[src/rtl/sevenseg_pkg.sv]
// -----------------------------------------------------------------------------
// sevenseg_pkg
// Shared constants for the seven-segment scan driver: the dark segment
// pattern, the 16-entry hex font (segments a..g, a = MSB, active-low) and a
// lookup helper used by the combinational font decoder.
// -----------------------------------------------------------------------------
package sevenseg_pkg;

    localparam logic [6:0] SEG_DARK = 7'h7F;

    localparam logic [6:0] FONT [16] = '{
        7'h01, 7'h4F, 7'h12, 7'h06, 7'h4C, 7'h24, 7'h20, 7'h0D,
        7'h00, 7'h04, 7'h08, 7'h60, 7'h31, 7'h42, 7'h30, 7'h38
    };

    function automatic logic [6:0] seg_font(input logic [3:0] nib);
        return FONT[nib];
    endfunction

endpackage

[src/rtl/sevenseg_scan_driver_if.sv]
// -----------------------------------------------------------------------------
// sevenseg_scan_driver_if
// Bundles the datapath-facing and pin-facing signals of the scan driver.
//   value      4*DIGITS hex digits, digit 0 rightmost
//   dp_in      decimal point request per digit (1 = lit)
//   blank_in   force digit dark (1 = dark)
//   load       one-cycle strobe capturing value/dp_in/blank_in
//   lz_en      leading-zero suppression enable
//   pending    a captured load waits for the next frame boundary
//   frame_tick one-cycle pulse when the scan index wraps to 0
//   seg/dp/an  active-low segment, decimal point and anode outputs
// master = the side driving display data, slave = the driver itself.
// -----------------------------------------------------------------------------
interface sevenseg_scan_driver_if #(
    parameter int DIGITS = 4
);
    logic [4*DIGITS-1:0] value;
    logic [DIGITS-1:0]   dp_in;
    logic [DIGITS-1:0]   blank_in;
    logic                load;
    logic                lz_en;
    logic                pending;
    logic                frame_tick;
    logic [6:0]          seg;
    logic                dp;
    logic [DIGITS-1:0]   an;

    modport master (
        output value, dp_in, blank_in, load, lz_en,
        input  pending, frame_tick, seg, dp, an
    );

    modport slave (
        input  value, dp_in, blank_in, load, lz_en,
        output pending, frame_tick, seg, dp, an
    );
endinterface

[src/rtl/sevenseg_font.sv]
// -----------------------------------------------------------------------------
// sevenseg_font
// Purely combinational hex-nibble to seven-segment decoder.
//   i_nibble  hex digit 0..F
//   o_seg     segments a..g, a = MSB, active-low
// -----------------------------------------------------------------------------
module sevenseg_font (
    input  logic [3:0] i_nibble,
    output logic [6:0] o_seg
);
    import sevenseg_pkg::*;

    assign o_seg = seg_font(i_nibble);
endmodule

[src/rtl/sevenseg_scan_driver.sv]
// -----------------------------------------------------------------------------
// sevenseg_scan_driver
// Time-multiplexed common-anode seven-segment driver. A prescaler divides clk
// into digit slots of REFRESH_DIV clocks; each slot shows one digit of the
// active buffer. Loads land in a pending buffer and are committed to the
// active buffer only at a frame boundary so a frame never mixes two words.
//   clk    system clock
//   reset  synchronous, active-high
//   bus    sevenseg_scan_driver_if.slave (data in, display pins out)
// -----------------------------------------------------------------------------
module sevenseg_scan_driver #(
    parameter int DIGITS      = 4,
    parameter int REFRESH_DIV = 50000
) (
    input  logic                   clk,
    input  logic                   reset,
    sevenseg_scan_driver_if.slave  bus
);
    import sevenseg_pkg::*;

    localparam int PW = $clog2(REFRESH_DIV);
    localparam int IW = (DIGITS > 1) ? $clog2(DIGITS) : 1;

    logic [PW-1:0]         r_presc;
    logic [IW-1:0]         r_idx;
    logic [4*DIGITS-1:0]   r_pend_val;
    logic [DIGITS-1:0]     r_pend_dp;
    logic [DIGITS-1:0]     r_pend_blank;
    logic [4*DIGITS-1:0]   r_act_val;
    logic [DIGITS-1:0]     r_act_dp;
    logic [DIGITS-1:0]     r_act_blank;
    logic                  r_pending;
    logic                  r_frame_tick;
    logic [6:0]            r_seg;
    logic                  r_dp;
    logic [DIGITS-1:0]     r_an;

    logic                  w_term;
    logic                  w_wrap;
    logic [3:0]            w_nib;
    logic                  w_blank_sel;
    logic                  w_dp_sel;
    logic                  w_zsup;
    logic                  w_zacc;
    logic                  w_dark;
    logic [6:0]            w_font_seg;

    assign w_term = (r_presc == PW'(REFRESH_DIV - 1));
    // Explicit DIGITS-1 compare keeps non-power-of-two scans in range.
    assign w_wrap = w_term && (r_idx == IW'(DIGITS - 1));

    // Select the current digit and decide leading-zero suppression. The
    // accumulator walks from the most significant digit down, so at digit k
    // it is 1 only if every nibble DIGITS-1..k is zero.
    always_comb begin
        w_nib       = 4'h0;
        w_blank_sel = 1'b0;
        w_dp_sel    = 1'b0;
        w_zsup      = 1'b0;
        w_zacc      = 1'b1;
        for (int k = DIGITS - 1; k >= 0; k--) begin
            w_zacc = w_zacc & (r_act_val[4*k +: 4] == 4'h0);
            if (r_idx == IW'(k)) begin
                w_nib       = r_act_val[4*k +: 4];
                w_blank_sel = r_act_blank[k];
                w_dp_sel    = r_act_dp[k];
                w_zsup      = (k != 0) && w_zacc;
            end
        end
    end

    assign w_dark = w_blank_sel | (bus.lz_en & w_zsup);

    sevenseg_font u_font (
        .i_nibble (w_nib),
        .o_seg    (w_font_seg)
    );

    always_ff @(posedge clk) begin
        if (reset) begin
            r_presc      <= '0;
            r_idx        <= '0;
            r_pend_val   <= '0;
            r_pend_dp    <= '0;
            r_pend_blank <= '0;
            r_act_val    <= '0;
            r_act_dp     <= '0;
            r_act_blank  <= '0;
            r_pending    <= 1'b0;
            r_frame_tick <= 1'b0;
            r_seg        <= SEG_DARK;
            r_dp         <= 1'b1;
            r_an         <= '1;
        end else begin
            r_frame_tick <= w_wrap;

            if (w_term) begin
                r_presc <= '0;
                r_idx   <= w_wrap ? '0 : r_idx + IW'(1);
            end else begin
                r_presc <= r_presc + PW'(1);
            end

            if (w_wrap && r_pending) begin
                r_act_val   <= r_pend_val;
                r_act_dp    <= r_pend_dp;
                r_act_blank <= r_pend_blank;
            end

            // A load coinciding with a wrap stays pending for the next frame.
            if (bus.load) begin
                r_pend_val   <= bus.value;
                r_pend_dp    <= bus.dp_in;
                r_pend_blank <= bus.blank_in;
                r_pending    <= 1'b1;
            end else if (w_wrap) begin
                r_pending    <= 1'b0;
            end

            // Segments, dp and anode all come from the same pre-edge index.
            r_seg <= w_dark ? SEG_DARK : w_font_seg;
            r_dp  <= ~w_dp_sel;
            r_an  <= ~(DIGITS'(1) << r_idx);
        end
    end

    assign bus.pending    = r_pending;
    assign bus.frame_tick = r_frame_tick;
    assign bus.seg        = r_seg;
    assign bus.dp         = r_dp;
    assign bus.an         = r_an;
endmodule
[src/flat_wrapper.sv]
// flat-port wrapper written by rule: the top's interface ports become plain ports
module sevenseg_scan_driver_flat import sevenseg_pkg::*;
#(
    parameter int DIGITS      = 4,
    parameter int REFRESH_DIV = 50000
)
  (clk, reset, bus_value, bus_dp_in, bus_blank_in, bus_load, bus_lz_en, bus_pending, bus_frame_tick, bus_seg, bus_dp, bus_an);
  sevenseg_scan_driver_if #(.DIGITS(DIGITS)) bus_i ();
  input  logic clk;
  input  logic reset;
  input wire logic [$bits(bus_i.value)-1:0] bus_value;
  input wire logic [$bits(bus_i.dp_in)-1:0] bus_dp_in;
  input wire logic [$bits(bus_i.blank_in)-1:0] bus_blank_in;
  input wire logic [$bits(bus_i.load)-1:0] bus_load;
  input wire logic [$bits(bus_i.lz_en)-1:0] bus_lz_en;
  output wire logic [$bits(bus_i.pending)-1:0] bus_pending;
  output wire logic [$bits(bus_i.frame_tick)-1:0] bus_frame_tick;
  output wire logic [$bits(bus_i.seg)-1:0] bus_seg;
  output wire logic [$bits(bus_i.dp)-1:0] bus_dp;
  output wire logic [$bits(bus_i.an)-1:0] bus_an;
  assign bus_i.value = bus_value;
  assign bus_i.dp_in = bus_dp_in;
  assign bus_i.blank_in = bus_blank_in;
  assign bus_i.load = bus_load;
  assign bus_i.lz_en = bus_lz_en;
  assign bus_pending = bus_i.pending;
  assign bus_frame_tick = bus_i.frame_tick;
  assign bus_seg = bus_i.seg;
  assign bus_dp = bus_i.dp;
  assign bus_an = bus_i.an;
  sevenseg_scan_driver #(.DIGITS(DIGITS), .REFRESH_DIV(REFRESH_DIV)) u_core (.clk(clk), .reset(reset), .bus(bus_i));
endmodule
[config.mk]
export PLATFORM = sky130hd
export DESIGN_NAME = sevenseg_scan_driver_flat
export DESIGN_NICKNAME = d
export VERILOG_FILES = /design/src/rtl/sevenseg_pkg.sv /design/src/rtl/sevenseg_scan_driver_if.sv /design/src/rtl/sevenseg_font.sv /design/src/rtl/sevenseg_scan_driver.sv /design/src/flat_wrapper.sv
export SDC_FILE = /design/constraint.sdc
export NUM_CORES = 1
export LEC_CHECK = 0
export BUFFER_PORTS_ARGS = -buffer_cell sky130_fd_sc_hd__clkbuf_2
export CORE_ASPECT_RATIO = 1.5
export CORE_MARGIN = 5
export CORE_UTILIZATION = 57
export CTS_CLUSTER_SIZE = 24
export DETAILED_ROUTE_END_ITERATION = 16
export GPL_ROUTABILITY_DRIVEN = 0
export PLACE_DENSITY = 0.76
export RECOVER_POWER = 50
export SYNTH_ARGS = -nofsm -noshare
export SYNTH_HDL_FRONTEND = slang
export SYNTH_SLANG_ARGS = --single-unit
[constraint.sdc]
create_clock -name clk -period 3.53 [get_ports clk]
set_clock_uncertainty 0.1 [all_clocks]
set_input_delay 0.1765 -clock clk [delete_from_list [all_inputs] [get_ports clk]]
set_output_delay 0.1765 -clock clk [all_outputs]
set_load 0.02 [all_outputs]
# After elaboration in Yosys (flattened, before gate mapping)
# Memory sizes are Yosys's and may differ from the RTL's. A register that Yosys moved wholly into a read port is not among the register bits.
# Index checks and enable logic that the tools add are counted.
# word_totals
ff_bits,73
out_inout_bits,14
mem_bits_ro,112
in_bits,28
n_memories,1
word_cells,55
# op_classes
bitwise_logic,7
shifts,1
muxes,19
reduce_logical,9
add_sub_neg,2
eq_ne,4
# mem_list
name,words,word_bits,read_ports,rd_clocked_by_memory_dff,write_ports,line_no,source
(name not given),16,7,1,1,0,sevenseg_pkg.sv:17,return FONT[nib];
# ops
operator,n
$add A16 B1 Y16 const B,1
$eq A16 B16 Y1 const B,1
$mux W4,4
$mux W1,14
$logic_not A4 Y1,3
$not A4 Y5,1
$eq A2 B2 Y1 const B,2
$not A4 Y4,1
$reduce_or A2 Y1,2
$shl A1 B2 Y4 const A,1
$and A1 B1 Y1,3
$add A2 B1 Y2 const B,1
$eq A2 B1 Y1 const B,1
$logic_and A1 B1 Y1,2
$logic_not A2 Y1,1
$mux W2,1
$reduce_bool A2 Y1,1
$not A1 Y1,1
$or A1 B1 Y1,1

# Longest topological paths before layout
# logic_depth
ltp_word,8
ltp_mapped,11

# Modules after synthesis
# From an unflattened synthesis, not the netlist that was laid out.
# hier_totals
cells_unflattened,386
hier_area_um2,3679.8
# by_module_without_submodules
mod,seq_area_each_um2,n_inst,cells_each,area_per_inst_um2
sevenseg_scan_driver,1601.5,1,351,3422.0
sevenseg_font,0.0,1,35,257.7

# Worst setup path after synthesis
# No wires, ideal clock.
# synth_path
path_kind,register -> register
start,register u_core.r_idx[0]
end,"register u_core.r_seg[3], in the netlist u_core.bus.seg[3]"
slack_ps,1054
stages_incl_launch_ff,11
t_arrival_ps,2225
required_ps,3279
path_cell_list,dfxtp_1 -> inv_1 -> ha_1 -> buf_4 -> a211o_1 -> a32oi_1 -> inv_1 -> ha_1 -> mux2i_1 -> and3_1 -> a31oi_1
# synth_via
elab_chain_len,8
word_cells_on_any_way,20
cone_classes,eq/ne (3); mux (12); bitwise (3); reduce/logical (2)
# synth_rtl
element,line_no,source
"start, declared",sevenseg_scan_driver.sv:25,logic [IW-1:0] r_idx;
"start signal, assigned",sevenseg_scan_driver.sv:99,r_idx <= w_wrap ? '0 : r_idx + IW'(1);
$eq A2 B2 Y1,sevenseg_scan_driver.sv:63,if (r_idx == IW'(k)) begin
$mux W1 (4 in series),sevenseg_scan_driver.sv:63,
$and A1 B1 Y1,sevenseg_scan_driver.sv:72,assign w_dark = w_blank_sel | (bus.lz_en & w_zsup);
$or A1 B1 Y1,sevenseg_scan_driver.sv:72,
$reduce_or A2 Y1 (no source line),--,
"end, declared",sevenseg_scan_driver.sv:34,logic [6:0] r_seg;
# Parallel ways exist; a longest one is shown, timed or not.
# A chain may end at the register's enable or synchronous reset.

# Final worst setup path
# layout_path
start,register u_core.r_idx[1]
end,"register u_core.r_seg[6], in the netlist u_core.bus.seg[6]"
# Same word-level chain as after synthesis.

==> results.sh <==
export IMPL_status="complete, but fails checks"
export IMPL_violations="capacitance limit, slew limit"
export IMPL_die_area_mm2=0.00760
export IMPL_wl_per_cell_um=13.0
export IMPL_syn_area_per_cell_um2=9.06
export IMPL_synth_edff_count=0
export IMPL_maxCapViolations=1
export IMPL_drt_iter0_markers=148
export IMPL_setup_tns_ns=0
export IMPL_power_density_mw_per_mm2=421
export IMPL_worst_pin_slew_ns=1.71
export IMPL_post_place_ws_ns=0.870
export IMPL_pin_count=42
export IMPL_post_synth_and_or_nand_nor_area_fraction_pct=21.6
export IMPL_io_buffers=41
export IMPL_cp_max_fo=15
export IMPL_yosys_warnings=0
export IMPL_antenna_found_initial=0
export IMPL_synth_nets=411
export IMPL_syn_instance_count=373
export IMPL_synthMuxAreaShare_pct=8.96
export IMPL_grt_pass1_wl_um=11300
export IMPL_clkLatencyLatePin_ns=0.34
export IMPL_yosysSeqAreaShare_pct=47.4
export IMPL_grt_util_met2_pct=30.7
export IMPL_min_path_type="input port to register"
export IMPL_crit_required_ns=3.62
export IMPL_period_minus_slack_ns=2.70
export IMPL_core_mm2=0.00579
export IMPL_dpl_cell_count=468
export IMPL_finalSetupViolations=0
export IMPL_rsz0062_at_grt="no"
export IMPL_drcViolationCount=0
export IMPL_busiest_layer="met2"
export IMPL_cts_sinks=80
export IMPL_routed_wl_um=6570
export IMPL_grtUsageMet3_pct=3.77
export IMPL_tritoncts="built"
export IMPL_first_pass_iters=7
export IMPL_avgViaCountPerCell=5.30
export IMPL_maxSlewViolCount=26
export IMPL_initial_core_util_pct=58.4
export IMPL_clk_pin_slew_ns=0.07
export IMPL_synth_cell_types=47
export IMPL_areaGrowthSynthToFinish_pct=18.2
export IMPL_worstPathCellList="inv_1, ha_1, nor2_1, a21oi_2, a2111oi_4, a2111oi_2, and4b_1, a21oi_1"
export IMPL_fin_crit_sh_pct=76.4
export IMPL_die_w_um=72.9
export IMPL_grt_usage_pct=18.4
export IMPL_cts_buffers=9
export IMPL_row_count=34
export IMPL_final_nets=468
export IMPL_grt_max_degree=59
export IMPL_finish_instance_area_mm2=0.00399
export IMPL_cp_start_kind="register"
export IMPL_grt_use_met1_pct=22.7
export IMPL_dpl_cell_area_mm2=0.00359
export IMPL_grt_pass1_vias=2571
export IMPL_ys_ff_latch=80
export IMPL_synthXorXnorAreaFrac_pct=3.37
export IMPL_netlist_area_mm2=0.00338
export IMPL_drive_above_1_share_pct=11.5
export IMPL_synth_top_family_by_area="simple AND/OR/NAND/NOR gates"
export IMPL_synth_adder_area_share_pct=3.70
export IMPL_finalNonFillerCells=506
export IMPL_arrival_ns=2.79
export IMPL_cts_resized=0
export IMPL_overflow=0
export IMPL_ys_async_sr_fraction_pct=0
export IMPL_power_leakage_nw=1.57
export IMPL_worst_hold_slack_ns=0.00784
export IMPL_synth_compound_area_share_pct=11.1
export IMPL_setup_slack_ns=0.833
export IMPL_crit_type="register to register"
export IMPL_die_y_um=104
export IMPL_cts_max_level=3
export IMPL_hold_viol=0
export IMPL_slew_headroom_pct=-14.1
export IMPL_ant_nets=0
export IMPL_slowest_delay_ns=0.78
export IMPL_antenna_cells=0
export IMPL_crit_path_top_delay_cell="a2111oi_2"
export IMPL_cp_end_kind="register"
export IMPL_synth_ff_type="dfxtp_1"
export IMPL_dpl_hpwl_um=4430
export IMPL_peakVddDrop_v=0.000402
export IMPL_ctsLongestPathBuffers=2
export IMPL_clock_fmax_mhz=371
export IMPL_cts_root_buf="clkbuf_8"
export IMPL_via_count=2680
==> cells in the final DEF, fill, tap and decap left out, types with 2 or more instances in the layout <==
cell	netlist	layout
dfxtp_1	80	80
nand2_1	63	63
nor2_1	49	49
a21oi_1	32	32
mux2i_1	28	28
clkbuf_2	0	26
dlygate4sd3_1	0	23
clkbuf_1	11	17
nand2b_1	11	11
inv_1	10	10
ha_1	10	10
clkbuf_8	0	10
xor2_1	7	7
xnor2_1	6	6
nor2b_1	4	4
nand3_1	4	4
a211o_1	3	3
a32o_1	3	3
o221ai_1	3	3
o211ai_1	3	3
and3_1	3	3
or3_1	3	3
a32oi_1	2	2
nor4_1	2	2
nand3b_1	2	2
o21ai_0	2	2
nand4_1	2	2
buf_4	3	2
==> Yosys cell counts, types with 2 or more instances <==
master	n	area [µm²]
dfxtp_1	80	1600
nand2_1	63	236
nor2_1	49	184
a21oi_1	32	160
mux2i_1	28	280
clkbuf_1	11	41.3
nand2b_1	11	68.8
ha_1	10	125
inv_1	10	37.5
xor2_1	7	61.3
buf_2	6	30.0
xnor2_1	6	52.6
nand3_1	4	20.0
nor2b_1	4	25.0
a211o_1	3	26.3
a32o_1	3	30.0
and3_1	3	18.8
buf_4	3	22.5
o211ai_1	3	22.5
o221ai_1	3	26.3
or3_1	3	18.8
a32oi_1	2	17.5
nand3b_1	2	15.0
nand4_1	2	12.5
nor4_1	2	12.5
o21ai_0	2	10.0
==> final cells by class <==
class | count | area [µm²]
sequential | 80 | 1600
fill | 500 | 1790
tap | 72 | 90.1
inverter | 10 | 37.5
clock inverter | 3 | 42.5
multi-input combinational | 263 | 1650
timing repair buffer | 66 | 432
clock buffer | 12 | 145
==> sequential cells by signal (all words and copies together) (netlist names), 2 cells and up <==
signal / cells
u_core.r_act_val: 16
u_core.r_pend_val: 16
u_core.r_presc: 16
u_core.bus.seg: 7
u_core.bus.an: 4
u_core.r_act_blank: 4
u_core.r_act_dp: 4
u_core.r_pend_blank: 4
u_core.r_pend_dp: 4
u_core.r_idx: 2
==> report_power, final <==
| group | leakage (nW) | internal, mW | switching, mW |
|---|---|---|---|
| combinational | 0.825 | 0.0542 | 0.0505 |
| clock | 0.0925 | 0.342 | 0.296 |
| sequential | 0.653 | 0.926 | 0.0123 |
==> through the flow <==
stage / power, mW / util, %
global route: 1.75 / 69.0
floorplan: 1.01 / -
detailed placement: 1.04 / 62.1
finish: 1.68 / 69.0
global placement: 1.04 / 62.1
CTS: 1.70 / 69.4
==> final timing paths <==
| kind | start | to | slack (ns) | cells past startpoint |
|---|---|---|---|---|
| min | bus_value[15] | u_core.r_pend_val[15]$_SDFFE_PP0P_ | 0.008 | 3 |
| max reg2reg | u_core.r_idx[1]$_SDFFE_PP0P_ | u_core.bus.seg[6]$_SDFF_PP1_ | 0.83 | 8 |
| max | u_core.r_idx[1]$_SDFFE_PP0P_ | u_core.bus.seg[6]$_SDFF_PP1_ | 0.83 | 8 |
| min reg2reg | u_core.r_pend_val[7]$_SDFFE_PP0P_ | u_core.r_act_val[7]$_SDFFE_PP0P_ | 0.35 | 2 |
==> critical path: cells and delay by family (launching register included) <==
| kind | cells | cell delay, ns |
|---|---|---|
| flops | 1 | 0.34 |
| fa+ha+maj | 1 | 0.50 |
| buf+inv | 1 | 0.09 |
| simple gates | 2 | 0.43 |
| compound gates | 4 | 1.09 |
==> repair_timing <==
| item | CTS | global route |
|---|---|---|
| hold buffers | 23 | 0 |
| endpoints found under the hold margin | 23 | 0 |
| setup buffers | 0 | 0 |
==> kinds of logic (layout without fill, tap and decap cells) <==
kind of cell / Yosys count / count (layout)
AOI/OAI and AO/OA: 55 / 55
and+or+nand+nor: 155 / 155
buffers and inverters: 30 / 91
DFF: 80 / 80
muxes: 30 / 30
xor gates and xnor gates: 13 / 13
adders and majority gates: 10 / 10
==> layer usage <==
layer  part of all wire, %  wire length [µm]
met5                     0                 0
met4                  0.84                55
met3                   4.2               276
met2                    50              3270
met1                    45              2970
Power figures use the tool's default switching activity.
